## src/rtl/full_adder.sv

```systemverilog
// Ripple-carry adder of WIDTH per-bit full-adder cells, with optionally registered outputs.
// FULL_ADDER_OVF_EN adds a two's-complement overflow output.
module full_adder #(
  parameter int unsigned WIDTH   = 1,
  parameter bit          REG_OUT = 1'b1
) (
  input  logic             clk,
  input  logic             rst_n,
  input  logic             in_valid,
  input  logic [WIDTH-1:0] x,
  input  logic [WIDTH-1:0] y,
  input  logic             cin,
  output logic [WIDTH-1:0] A,
  output logic             cout,
  output logic             out_valid
`ifdef FULL_ADDER_OVF_EN
  ,
  output logic             ovf
`endif
);

  logic [WIDTH:0]   c;
  logic [WIDTH-1:0] s;

  assign c[0] = cin;

  for (genvar i = 0; i < WIDTH; i++) begin : g_cell
    logic p;
    assign p      = x[i] ^ y[i];
    assign s[i]   = p ^ c[i];
    assign c[i+1] = (x[i] & y[i]) | (c[i] & p);
  end

  logic ovf_d;
  assign ovf_d = c[WIDTH] ^ c[WIDTH-1];

  if (REG_OUT) begin : g_reg
    logic [WIDTH-1:0] a_q;
    logic             cout_q;
    logic             valid_q;
    logic             ovf_q;

    // Result registers only load on valid input; the valid flag follows every edge.
    always_ff @(posedge clk or negedge rst_n) begin
      if (!rst_n) begin
        a_q     <= '0;
        cout_q  <= 1'b0;
        ovf_q   <= 1'b0;
        valid_q <= 1'b0;
      end else begin
        valid_q <= in_valid;
        if (in_valid) begin
          a_q    <= s;
          cout_q <= c[WIDTH];
          ovf_q  <= ovf_d;
        end
      end
    end

    assign A         = a_q;
    assign cout      = cout_q;
    assign out_valid = valid_q;
`ifdef FULL_ADDER_OVF_EN
    assign ovf       = ovf_q;
`else
    logic unused_ovf;
    assign unused_ovf = ovf_q;
`endif
  end else begin : g_comb
    logic unused_clk_rst;
    assign unused_clk_rst = clk ^ rst_n;

    assign A         = s;
    assign cout      = c[WIDTH];
    assign out_valid = in_valid;
`ifdef FULL_ADDER_OVF_EN
    assign ovf       = ovf_d;
`else
    logic unused_ovf;
    assign unused_ovf = ovf_d;
`endif
  end

endmodule

```

## config.mk

```make
export PLATFORM = sky130hd
export DESIGN_NAME = full_adder
export DESIGN_NICKNAME = d
export VERILOG_FILES = /design/src/rtl/full_adder.sv
export SDC_FILE = /design/constraint.sdc
export NUM_CORES = 1
export LEC_CHECK = 0
export BUFFER_PORTS_ARGS = -buffer_cell sky130_fd_sc_hd__buf_2
export CORE_AREA = 2 2 39 41
export CTS_BUF_LIST = sky130_fd_sc_hd__clkbuf_16
export CTS_CLUSTER_DIAMETER = 50
export DETAILED_ROUTE_END_ITERATION = 6
export DIE_AREA = 0 0 41 43
export PLACE_DENSITY = 0.3
export SYNTH_ARGS = -nofsm -noshare
export SYNTH_HDL_FRONTEND = slang
export SYNTH_SLANG_ARGS = --single-unit
```

## constraint.sdc

```tcl
create_clock -name clk -period 0.8 [get_ports clk]
set_input_delay 0.04 -clock clk [delete_from_list [all_inputs] [get_ports clk]]
set_output_delay 0.04 -clock clk [all_outputs]
set_load 0.05 [all_outputs]
```

==> flow_metrics.py <==
metrics = {
    "synthesis": {
        "ys_seq_elements": 3,
        "synth_common_cells": "3 x dfrtp_1, 2 x mux2_2, 1 x fa_1",
        "synth.top_cell.area_share": 0.638,
        "synth-compound-area-share": 0,
        "synth-xor-area-share": 0,
        "yosys.area_share.adder": 0.170,
        "syn_avg_cell_area_um2": 19.6,
        "syn-num-nets": 13,
        "yosysTopAreaCell": "dfrtp_1",
        "async_flop_share": 1.00,
        "yosys_warnings": 0,
        "ys_seq_area_frac": 0.638,
        "synth_top_family_by_area": "multiplexers",
        "synthTopCellsByArea": "dfrtp_1 64%, mux2_2 19%, fa_1 17%",
        "synth_cells": 6,
        "synthSimpleGateAreaFrac": 0,
        "synth_edf_count": 0,
        "yosysMostFrequentCell": "dfrtp_1",
        "synth_mux_area_frac": 0.191,
        "netlist_area_um2": 118,
        "synth_cell_types": 3,
        "synth-main-ff-cell": "dfrtp_1",
    },
    "min_path": {
        "hold_end": "cout",
        "min_from": "in_valid",
        "worstHoldPathCells": 2,
        "hold_path_class": "in2reg",
    },
    "die": {
        "row_count": 14,
        "die_h_um": 43,
        "core-area_mm2": 0.00138,
        "start_util": 0.0850,
        "die_w_um": 41,
        "io_pins": 9,
        "die_area_mm2": 0.00176,
    },
    "routing": {
        "first_pass_iters": 1,
        "routed_wl_um": 330,
        "wl_per_cell_um": 9.17,
        "drc": 0,
        "dr.first_iter.drc_count": 0,
        "num_vias": 110,
        "drtAntennaViolNets": 0,
        "viasPerCell": 3.06,
    },
    "clocking": {
        "clk_pin_slew_ns": 0.03,
        "htree_levels": 1,
        "cts_tree": "yes",
        "numCtsBuffers": 3,
        "cts.path.max_buffers": 2,
        "cts_root_buffer": "clkbuf_16",
        "insertion_delay_ns": 0.22,
        "cts.sinks": 3,
    },
    "grt": {
        "antenna_found_initial": 0,
        "grt_pass1_vias": 147,
        "grt_max_degree": 4,
        "overflow": 0,
        "grt_usage": 0.0623,
        "grt_first_pass_wirelength_um": 586,
    },
    "pwr": {
        "combPwrFrac": 0.145,
        "p_clk_frac": 0.689,
        "switching_share": 0.216,
        "switchingPower_mw": 0.244,
        "p_int_mw": 0.889,
        "leakage_nw": 0.137,
        "vdd_drop_max_uv": 922,
        "sequentialPowerShare": 0.165,
        "p_per_area_mw_per_mm2": 3810,
        "total_power_mw": 1.13,
    },
    "critical_path": {
        "path_delay_family": "flip-flops",
        "worst_path_largest_cell_delay_ns": 0.40,
        "worstSetupStartpoint": "cout",
        "r2r-end": "A",
        "worstPathRequired_ns": 0.76,
        "r2r_slack_ns": 0.02,
        "crit_chain": "buf_6",
        "arrival_ns": 0.77,
        "crit_path_max_fanout": 2,
        "crit_slowest_cell": "dfrtp_2",
        "startpoint_type": "register",
        "worstSetupPathType": "reg2out",
        "critPathBufInv": 1,
        "cp-end-kind": "primary output",
        "timing.rr.start": "A",
        "rr_worst_depth": 1,
    },
    "timing": {
        "hold_viol": 0,
        "finClkSkew_ns": 0,
        "rsz0062_at_grt": "true",
        "relSlewSlack": 0.928,
        "setup_viol": 2,
        "max_freq_mhz": 1230,
        "timing.setup.tns_ns": -0.0207,
        "worst_slew_pin_slew_ns": 0.108,
        "setup_ws_ns": -0.0119,
        "fin_crit_ns": 0.812,
        "timing.hold.ws_ns": 0.106,
        "period_share": 1.01,
        "final_max_slew_viol_count": 0,
    },
    "outcome": {
        "failed_checks": "negative setup slack",
        "status": "finished with violations",
    },
    "final_layout": {
        "syn_to_final_growth_pct": 153,
        "finalNonFillerCells": 36,
        "fin_nets": 28,
        "n_antenna_cell": 0,
        "final_util": 0.215,
        "drive_gt1_frac": 0.750,
    },
    "place": {
        "gp_congestion": 0.573,
        "dp.cells": 30,
        "io_buffers": 8,
    },
    "run": {
        "drv_cap": 0,
    },
}
[worst max-delay path by stage]
stage,endpoint,slack (ns),cells after the start
6_report,cout,-0.01,1
5_1_grt,A,-0.03,1
4_1_cts,A,-0.01,1
3_5_place_dp,A,-0.23,3
3_3_place_gp,A,-0.20,3
2_1_floorplan,A,-0.10,1
[cells in the final DEF, fill, tap and decap left out, drive strengths merged]
master,count
fa,1
dlygate4sd3,2
inv,1
buf,8
dfrtp,3
mux2,2
clkbuf,3
[cells by family (layout without fill, tap and decap cells)]
kind of cell             after synthesis  in the layout
flip-flops                             3              3
multiplexers                           2              2
adder cells (fa/ha/maj)                1              1
buffers and inverters                  0             14
[power groups by stage]
stage / Combinational (mW) / Clock, mW / Sequential (mW)
after floorplan: 0.0199 / 0 / 0.254
after global placement: 0.133 / 0 / 0.183
after detailed placement: 0.137 / 0 / 0.184
after CTS: 0.168 / 0.794 / 0.188
after global routing: 0.173 / 0.820 / 0.189
final: 0.165 / 0.781 / 0.188
[per-layer routing]
metal  global-route usage  share of wire  up-vias
met5                    0              0        -
met4                0.100          0.052        0
met3               0.0471           0.10        2
met2               0.0781           0.54        8
met1               0.0419           0.30       53
li1                     -              -       47
[flip-flops by register name, indices dropped and copies added (netlist names)]
register	cells
out_valid	1
cout	1
A	1
[per-stage QoR]
step / setup WS [ns] / area (um2)
2_1_floorplan: -0.102 / 120
3_3_place_gp: -0.205 / 180
3_5_place_dp: -0.234 / 180
4_1_cts: -0.0145 / 298
5_1_grt: -0.0259 / 298
6_report: -0.0119 / 298
[final cells by class]
type / instances / area, um2
flip-flops and latches: 3 / 77.6
multi-input cells: 3 / 42.5
fillers: 151 / 1090
repair buffers: 10 / 78.8
clock inverters: 1 / 3.75
well taps: 16 / 20.0
clock buffers: 3 / 75.1
[what timing repair did]
action                     4_1_cts  5_1_grt
setup endpoints to repair        3        4
buffers inserted                 0        0
hold endpoints to repair         4        0
hold buffers                     2        0
resized for setup                6        0
No activity file was read; power rests on OpenSTA's default activity.
